File: src/rtl/host_monitor_pkg.sv
// Shared types and constants for the host monitor block.
package host_wires;

    // Run state of the test being monitored; DONE and TIMEOUT hold until reset.
    typedef enum logic [1:0] {
        RUN     = 2'd0,
        DONE    = 2'd1,
        TIMEOUT = 2'd2
    } host_state_t;

    // Exit code reported when software issues an (unsupported) syscall via tohost.
    localparam logic [30:0] HOST_SYSCALL_CODE = 31'h7FFF_FFFF;

endpackage

File: src/rtl/host_fifo.sv
// First-word fall-through FIFO buffering the console byte stream.
// The head entry is visible on rdata whenever empty is low.
module host_fifo #(
    parameter int WIDTH = 8,
    parameter int DEPTH = 8
) (
    input  logic             clock,
    input  logic             reset,
    input  logic             push,
    input  logic             pop,
    input  logic [WIDTH-1:0] wdata,
    output logic [WIDTH-1:0] rdata,
    output logic             full,
    output logic             empty,
    output logic             drop
);

    localparam int AW = $clog2(DEPTH);

    logic [WIDTH-1:0] mem [DEPTH];
    logic [AW-1:0]    wr_ptr;
    logic [AW-1:0]    rd_ptr;
    logic [AW:0]      count;
    logic             do_push;
    logic             do_pop;

    assign empty   = (count == '0);
    assign full    = (count == (AW+1)'(DEPTH));
    assign do_pop  = pop & ~empty;
    // A pop in the same cycle frees the slot, so a full FIFO still accepts the byte.
    assign do_push = push & (~full | do_pop);
    assign drop    = push & full & ~pop;
    assign rdata   = mem[rd_ptr];

    // Pointer and occupancy bookkeeping; pointers wrap naturally at DEPTH.
    always_ff @(posedge clock) begin
        // NOTE: sequential state uses non-blocking assignment so every flop samples pre-edge values.
        if (!reset) begin
            wr_ptr <= '0;
            rd_ptr <= '0;
            count  <= '0;
        end else begin
            if (do_push) wr_ptr <= wr_ptr + 1'b1;
            if (do_pop)  rd_ptr <= rd_ptr + 1'b1;
            case ({do_push, do_pop})
                2'b10:   count <= count + 1'b1;
                2'b01:   count <= count - 1'b1;
                default: ;
            endcase
        end
    end

    // Storage array write port.
    always_ff @(posedge clock) begin
        // NOTE: the array is deliberately not reset; count gates every read, so stale data is never seen.
        if (do_push) mem[wr_ptr] <= wdata;
    end

endmodule

File: src/rtl/host_monitor.sv
// Snoops the data-memory bus for tohost (pass/fail/exit code) and console writes.
// Console bytes are buffered in host_fifo and drained through a valid/ready port.
// Define HOST_WATCHDOG_EN to build a cycle watchdog that ends runaway tests after
// TIMEOUT cycles; without it, timeout is tied low and no counter exists.
module host_monitor
    import host_wires::*;
#(
    parameter logic [31:0] HOST_ADDR  = 32'h0000_1000,
    parameter logic [31:0] CONS_ADDR  = 32'h0000_1004,
    parameter int          FIFO_DEPTH = 8,
    parameter int          TIMEOUT    = 1000
) (
    input  logic        clock,
    input  logic        reset,
    input  logic        mem_valid,
    input  logic        mem_ready,
    input  logic [31:0] mem_addr,
    input  logic [3:0]  mem_wstrb,
    input  logic [31:0] mem_wdata,
    output logic        cons_valid,
    input  logic        cons_ready,
    output logic [7:0]  cons_data,
    output logic        done,
    output logic        pass,
    output logic        timeout,
    output logic        overflow,
    output logic [30:0] exit_code
);

    // Reject illegal configurations at elaboration time.
    if (FIFO_DEPTH < 2 || FIFO_DEPTH > 256 || (FIFO_DEPTH & (FIFO_DEPTH - 1)) != 0) begin : g_bad_depth
        $error("host_monitor: FIFO_DEPTH must be a power of two in 2..256");
    end
    if (TIMEOUT < 1) begin : g_bad_timeout
        $error("host_monitor: TIMEOUT must be at least 1");
    end

    host_state_t state_q, state_d;
    logic [30:0] exit_q, exit_d;
    logic        overflow_q;

    logic        wr;
    logic        host_hit;
    logic        cons_hit;
    logic [1:0]  lane;
    logic [7:0]  lane_byte;
    logic        push;
    logic        pop;
    logic        fifo_empty;
    logic        fifo_full;
    logic        fifo_drop;

    // Bus decode: only accepted writes count; tohost wins if both addresses match.
    assign wr        = mem_valid & mem_ready & (|mem_wstrb);
    assign host_hit  = wr & (mem_addr[31:2] == HOST_ADDR[31:2]);
    assign cons_hit  = wr & (mem_addr[31:2] == CONS_ADDR[31:2]) & ~host_hit;
    assign lane      = mem_addr[1:0];
    assign lane_byte = mem_wdata[{lane, 3'b000} +: 8];
    assign push      = (state_q == RUN) & cons_hit & mem_wstrb[lane];
    assign pop       = cons_valid & cons_ready;

    host_fifo #(
        .WIDTH (8),
        .DEPTH (FIFO_DEPTH)
    ) u_fifo (
        .clock (clock),
        .reset (reset),
        .push  (push),
        .pop   (pop),
        .wdata (lane_byte),
        .rdata (cons_data),
        .full  (fifo_full),
        .empty (fifo_empty),
        .drop  (fifo_drop)
    );

`ifdef HOST_WATCHDOG_EN
    logic [31:0] wd_cnt;

    // Watchdog counts cycles spent in RUN since reset release.
    always_ff @(posedge clock) begin
        if (!reset)              wd_cnt <= '0;
        else if (state_q == RUN) wd_cnt <= wd_cnt + 1'b1;
    end
`endif

    // State register with the captured exit code and sticky overflow flag.
    always_ff @(posedge clock) begin
        if (!reset) begin
            state_q    <= RUN;
            exit_q     <= '0;
            overflow_q <= 1'b0;
        end else begin
            state_q    <= state_d;
            exit_q     <= exit_d;
            overflow_q <= overflow_q | fifo_drop;
        end
    end

    // Next state: tohost decode first, so it beats a watchdog expiry on the same cycle.
    always_comb begin
        // NOTE: defaults first keep every path assigned, so no latch is inferred.
        state_d = state_q;
        exit_d  = exit_q;
        case (state_q)
            RUN: begin
                if (host_hit && mem_wdata[0]) begin
                    state_d = DONE;
                    exit_d  = mem_wdata[31:1];
                end else if (host_hit && (mem_wdata != 32'd0)) begin
                    state_d = DONE;
                    exit_d  = HOST_SYSCALL_CODE;
                end
`ifdef HOST_WATCHDOG_EN
                else if (wd_cnt == 32'(TIMEOUT - 1)) begin
                    state_d = host_wires::TIMEOUT;
                end
`endif
            end
            default: ;
        endcase
    end

    // Outputs derive only from registered state, so they appear one cycle after the event.
    always_comb begin
        done       = (state_q != RUN);
        timeout    = (state_q == host_wires::TIMEOUT);
        pass       = (state_q == DONE) && (exit_q == '0);
        exit_code  = exit_q;
        overflow   = overflow_q;
        cons_valid = ~fifo_empty;
    end

endmodule

File: config.mk
export PLATFORM = sky130hd
export DESIGN_NAME = host_monitor
export DESIGN_NICKNAME = d
export VERILOG_FILES = /design/src/rtl/host_monitor_pkg.sv /design/src/rtl/host_fifo.sv /design/src/rtl/host_monitor.sv
export SDC_FILE = /design/constraint.sdc
export NUM_CORES = 1
export LEC_CHECK = 0
export CAP_MARGIN = 15
export CORE_MARGIN = 5
export CORE_UTILIZATION = 40
export DETAILED_ROUTE_END_ITERATION = 8
export MAX_ROUTING_LAYER = met4
export PLACE_DENSITY = 0.72
export SLEW_MARGIN = 20
export SYNTH_ARGS = -nofsm -noshare
export SYNTH_HDL_FRONTEND = slang
export SYNTH_SLANG_ARGS = --single-unit
File: constraint.sdc
create_clock -name clock -period 4 [get_ports clock]
set_clock_uncertainty 0.15 [all_clocks]
set_input_delay 0.8 -clock clock [delete_from_list [all_inputs] [get_ports clock]]
set_output_delay 0.8 -clock clock [all_outputs]
set_load 0.005 [all_outputs]
Yosys cells after proc, flatten, opt, wreduce, memory -nomap -nowiden
Memories as Yosys holds them, arrays and structs flattened. A register that Yosys moved wholly into a read port is not among the register bits.
Cells that the tools add are included.
{ "op_classes": {"n_bitwise": 18, "n_mul": 0, "reduce_logical": 12, "n_eq_ne": 7, "add_sub_neg": 4, "shifts": 1, "n_div": 0, "n_mux": 11, "magnitude_cmp": 1} }
{ "op_table": {"columns": ["op", "n"], "rows": [
  ["31-bit 2-to-1 mux", 2],
  ["30-bit by 11-bit == test with 1-bit output (second input constant)", 2],
  ["32-bit nonzero test", 1],
  ["32-bit by 6-bit indexed part select with 8-bit output", 1],
  ["31-bit logical NOT", 1],
  ["1-bit AND", 12],
  ["4-bit one-hot mux with 2 select lines", 1],
  ["3-bit by 1-bit adder with 3-bit output (second input constant)", 2],
  ["3-bit 2-to-1 mux", 2],
  ["2-bit nonzero test", 3],
  ["4-bit by 1-bit adder with 4-bit output (second input constant)", 1],
  ["2-bit by 1-bit == test with 1-bit output (second input constant)", 2],
  ["2-bit == test (second input constant)", 2],
  ["4-bit == test (second input constant)", 1],
  ["4-bit logical NOT", 1],
  ["2-bit 2-to-1 mux", 2],
  ["1-bit NOT", 4],
  ["4-bit OR reduction", 1],
  ["4-bit by 1-bit subtractor with 4-bit output (second input constant)", 1],
  ["1-bit logical AND", 3],
  ["2-bit by 3-bit < comparator with 1-bit output (second input constant)", 1],
  ["1-bit 2-to-1 mux", 3],
  ["1-bit binary-select mux with 2-bit select", 1],
  ["2-bit logical NOT", 1],
  ["other kinds (2)", 3]
]} }
{ "word_totals": {"reg_bits": 44, "out_inout_bits": 44, "mem_count": 1, "mem_bits_ro": 0, "elab_cells": 61, "latch_bits": 0, "input_bits": 73, "ramBits": 64} }
{ "memory_table": {"columns": ["memory", "words", "width", "read_ports", "rd_clocked_by_memory_dff", "write_ports", "line_no", "rtl"], "rows": [
  ["u_fifo.mem", 8, 8, 1, 1, 1, "host_fifo.sv:20", "logic [WIDTH-1:0] mem [DEPTH];"]
]} }

Logic depth before layout (Yosys ltp)
{ "logic_depth": {"ltp_word": 10, "mapped_depth": 12, "mapped_depth_nobuf": 11} }

By module
From an unflattened synthesis, not the netlist that was laid out.
{ "unflattened": {"hier_cells": 303, "hier_area_um2": 4733.3} }
{ "modules_own_cells": {"columns": ["mod", "cells_each", "instances", "seq_area_each_um2", "area_per_inst_um2"], "rows": [
  ["host_fifo", 174, 1, 2182.1, 3131.8],
  ["host_monitor", 129, 1, 660.6, 1601.5]
]} }

Worst setup path before layout
Ideal clock, no wire load.
{ "synth_path": {"path_type": "input -> register", "startpoint": "in mem_addr[7]", "endpoint": "reg u_fifo.count[2]", "n_path_buf": 0, "slack_ps": 666, "required_time_ps": 3774, "setup_time_ps": 76, "t_arrival_ps": 3109, "path_stages": 11, "path_cell_list": "nor4_1 -> nand4_2 -> nor4_2 -> inv_1 -> ha_1 -> xor2_1 -> ha_1 -> a21oi_1 -> xor2_1 -> or3_1 -> a21boi_0"} }
{ "synth_via": {"elab_chain_cells": 9, "word_cells_on_any_way": 13, "cone_classes": "4 x eq/ne; 1 x mux; 7 x bitwise; 1 x reduce/logical"} }
{ "synth_lines": {"columns": ["item", "line_no", "rtl"], "rows": [
  ["start: declaration", "host_monitor.sv:17", "input logic [31:0] mem_addr,"],
  ["30-bit by 11-bit == test with 1-bit output", "host_monitor.sv:55", "assign host_hit = wr & (mem_addr[31:2] == HOST_ADDR[31:2]);"],
  ["1-bit AND", "host_monitor.sv:55", null],
  ["1-bit NOT", "host_monitor.sv:56", "assign cons_hit = wr & (mem_addr[31:2] == CONS_ADDR[31:2]) & ~host_hit;"],
  ["1-bit AND (*)", "host_monitor.sv:56", null],
  ["1-bit AND (*) (2 in a row)", "host_monitor.sv:59", "assign push = (state_q == RUN) & cons_hit & mem_wstrb[lane];"],
  ["1-bit AND (*)", "host_fifo.sv:31", "assign do_push = push & (~full | do_pop);"],
  ["2-bit by 1-bit == test with 1-bit output or 2-bit == test (tied branches)", "host_fifo.sv:45", "case ({do_push, do_pop})"],
  ["4-bit one-hot mux with 2 select lines or 2-bit nonzero test (tied branches)", null, null],
  ["end signal: assignment", "host_fifo.sv:46", "2'b10: count <= count + 1'b1;"],
  ["end signal: assignment", "host_fifo.sv:47", "2'b01: count <= count - 1'b1;"],
  ["end: declaration", "host_fifo.sv:23", "logic [AW:0] count;"]
]} }
Every way passes the cells marked *; elsewhere a longest branch is shown, timed or not.
A chain may end at the register's enable or synchronous reset.

Worst setup path after layout
{ "layout_path": {"startpoint": "in mem_addr[22]", "endpoint": "reg u_fifo.count[2]"} }
Same word-level chain as after synthesis.

==> metrics.md <==
| Metric | Value |
|---|---|
| Critical Path End Type | register |
| DIE AREA | 14700 um2 |
| Gpl congestion | 0.880 |
| GR Util met1 | 23.4% |
| Commonest cells in the netlist | edfxtp_1 (64), dfxtp_1 (46), nand4b_1 (33) |
| 1st-iter DRT viols | 169 |
| Leading area contributor after synthesis | edfxtp_1 |
| Synth area leaders | edfxtp_1 (39%), dfxtp_1 (19%), mux4_2 (11%), o211a_1 (6.3%), nand4b_1 (5.8%) |
| Reg-to-reg endpoint | u_fifo.count[2]$_SDFFE_PN0P_ |
| CTS tree | yes |
| Antenna cell count | 0 |
| Post-Synthesis Cells | 342 |
| Crit-path cells | clkdlybuf4s50_1, nor4_1, nand4b_1, nor4_2, inv_1, ha_1, xor2_1, ha_1, a21oi_1, xor2_1, or3_1, a21boi_0 |
| # port buffers | 115 |
| Sinks on Clock Net | 110 |
| Syn nets | 420 |
| Final worst-path cycle share | 88.6% |
| Final hold violation count | 0 |
| Setup tns final | 0 ps |
| Sequential cell area fraction in the yosys report | 57.3% |
| Slowest stage delay, CP | 400 ps |
| GR Util met3 | 2.42% |
| Fin. max-slew vios | 0 |
| Status | complete, no violations |
| Pin count of the biggest net entering global routing | 47 |
| Worst-path cell with the longest stage delay | clkdlybuf4s50_1 |
| Util after Layout | 55.2% |
| Final Critical Period | 3540 ps |
| DR pass1 iterations | 4 |
| Top-count cell post-synth | edfxtp_1 |
| Maximum operating frequency | 282 MHz |
| Yosys top cell area share | 38.8% |
| Filler cells | 990 |
| Clock slew at reported path FFs | 70 ps |
| GR Layer Usage met2 | 29.9% |
| Crit path buffers/inverters | 2 |
| Area after DPL | 6370 um2 |
| Worst-Skew Late Latency | 340 ps |
| GRT overflow | 0 |
| Reg-to-reg startpoint | u_fifo.count[0]$_SDFFE_PN0P_ |
| Most used DFF post-synth | edfxtp_1 |
| Ys async rst share | 0% |
| Post-CTS Resized | 0 |
| Lkg Pwr | 2.54 nW |
| Post-synth EDFFs | 64 |
| Vias | 3626 |
| Die Ht | 121 um |
| H-tree levels | 3 |
| Pwr Density | 335 nW/um2 |
| Startpoint type of the worst setup path | input pin |
| R2R depth | 11 |
| Worst EP arrival | 3640 ps |
| Syn-to-layout area delta | 34.2% |
| Final setup vio count | 0 |
| R2R Setup Slk | 1050 ps |
| Initial antenna violation count | 0 |
| First-pass GRT wire length | 20.3 mm |
| Worst path top cell family by delay | simple AND/OR/NAND/NOR gates |
| Vias in the first global route | 3807 |
| Number of I/O pins | 117 |
| Hold WS | 339 ps |
| Post-route ant nets | 0 |
| Synth unique cells | 41 |
| Final instance area | 6660 um2 |
| Critical path class | input pin to register |
| Vias per cell | 5.71 |
| RSZ-0062 raised after global routing | false |
| Avg Inst Size Synth | 14.5 um2 |
| Worst setup path end | u_fifo.count[2]$_SDFFE_PN0P_ |
| Worst path depth | 12 |
| Syn Std Cell Area | 4960 um2 |
| Core area | 12100 um2 |
| Setup Fix Bufs, Post-CTS | 0 |
| Row count | 40 |
| Worst VDD drop | 284 uV |
| CTS Hold Buffers Added | 0 |
| Most used routing layer | met2 |
| Worst-path maximum fanout | 5 |
| Post-DP HPWL | 9.27 mm |
| Initial Utilization | 41.1% |
| # DRC | 0 |
| CP required | 4100 ps |
| Worst-Margin Slew | 767 ps |
| Crit. Startpoint | mem_addr[22] |
| CTS max path bufs | 2 |
| Fin nets | 541 |
| Synth Warn # | 0 |
| Num CTS Buffers | 9 |
| GRT Total Usage | 18.2% |
| Max cap viols | 0 |
| Worst hold path class | register to register |
| Proportion of layout cells with a drive suffix above 1 | 16.1% |
| Clk root buf | clkbuf_16 |
| DR WL/cell | 20.2 um |
| DIE WIDTH | 121 um |
| Worst relative slew slack | 48.8% |
| Seq cells post-synth | 110 |
| DRT Wirelength | 12.9 mm |
## flip-flops by register name (all words and copies together) (netlist names), named ones only
name           cells
u_fifo.wr_ptr      3
state_q            1
overflow           1
u_fifo.rd_ptr      3
u_fifo.count       4
exit_code         31
u_fifo.mem        64
## power breakdown
part	internal, W	switching (W)	total, W
Clock	0.000483	0.000388	0.000871
Combinational	0.0000891	0.0000664	0.000155
Sequential	0.00121	0.000000000000241	0.00121
## per-stage QoR
stage                     power, W  setup WS (ps)  cells
after floorplan            0.00128            666    342
after global placement     0.00138            314    620
after detailed placement   0.00138           78.7    620
after CTS                  0.00224            447    635
after global routing       0.00230            267    635
final                      0.00223            457    635
## tightest hold or removal path: cells and delay by family (launching register included)
kind / cells / cell delay (ps)
flip-flops: 1 / 340
AND/OR/NAND/NOR: 1 / 60
AO/OA/AOI/OAI: 1 / 50
## cell type report
cell class              count  area (um2)  share of cell area (%)
flip-flops and latches    110        2840                    42.7
clock buffers              10         229                    3.44
multi-input cells         203        1990                    30.0
inverters                   3        11.3                   0.169
repair buffers            136        1310                    19.7
clock inverters             5        58.8                   0.884
well taps                 168         210                    3.16
## cells in the final DEF (no fill, tap or decap), types with 6 or more instances in the layout
master / n
clkdlybuf4s50_1: 115
clkbuf_16: 9
edfxtp_1: 64
nor4_1: 19
mux2_2: 8
buf_4: 21
mux4_2: 25
nand2_1: 9
o211a_1: 31
and2_1: 6
nor2_1: 7
dfxtp_1: 46
nand2b_1: 6
nor3_1: 7
nand4b_1: 33
## how the worst min path moves through the flow
stage | from | end | slack (ps) | cells after the start
floorplan | u_fifo.wr_ptr[0]$_SDFFE_PN0P_ | u_fifo.wr_ptr[0]$_SDFFE_PN0P_ | 310 | 2
global placement | overflow$_SDFF_PN0_ | overflow$_SDFF_PN0_ | 330 | 2
detailed placement | u_fifo.wr_ptr[0]$_SDFFE_PN0P_ | u_fifo.wr_ptr[0]$_SDFFE_PN0P_ | 330 | 2
CTS | u_fifo.wr_ptr[0]$_SDFFE_PN0P_ | u_fifo.wr_ptr[0]$_SDFFE_PN0P_ | 340 | 2
global route | u_fifo.wr_ptr[0]$_SDFFE_PN0P_ | u_fifo.wr_ptr[0]$_SDFFE_PN0P_ | 370 | 2
finish | u_fifo.wr_ptr[0]$_SDFFE_PN0P_ | u_fifo.wr_ptr[0]$_SDFFE_PN0P_ | 340 | 2
## layer usage
metal | wire length, um | vias to the layer above | part of all wire (%)
met1 | 5640 | 1855 | 44
met5 | 0 | - | 0
li1 | - | 1631 | -
met3 | 546 | 11 | 4.2
met4 | 155 | 0 | 1.2
met2 | 6510 | 129 | 51
## kinds of logic after synthesis
group	synth area share (%)
and+or+nand+nor	16.1
xor gates and xnor gates	0.883
DFF	57.3
buffers and inverters	2.70
adders and majority gates	1.26
AOI/OAI and AO/OA	8.07
muxes	13.6
other	0.0756
Power figures use the tool's default switching activity.
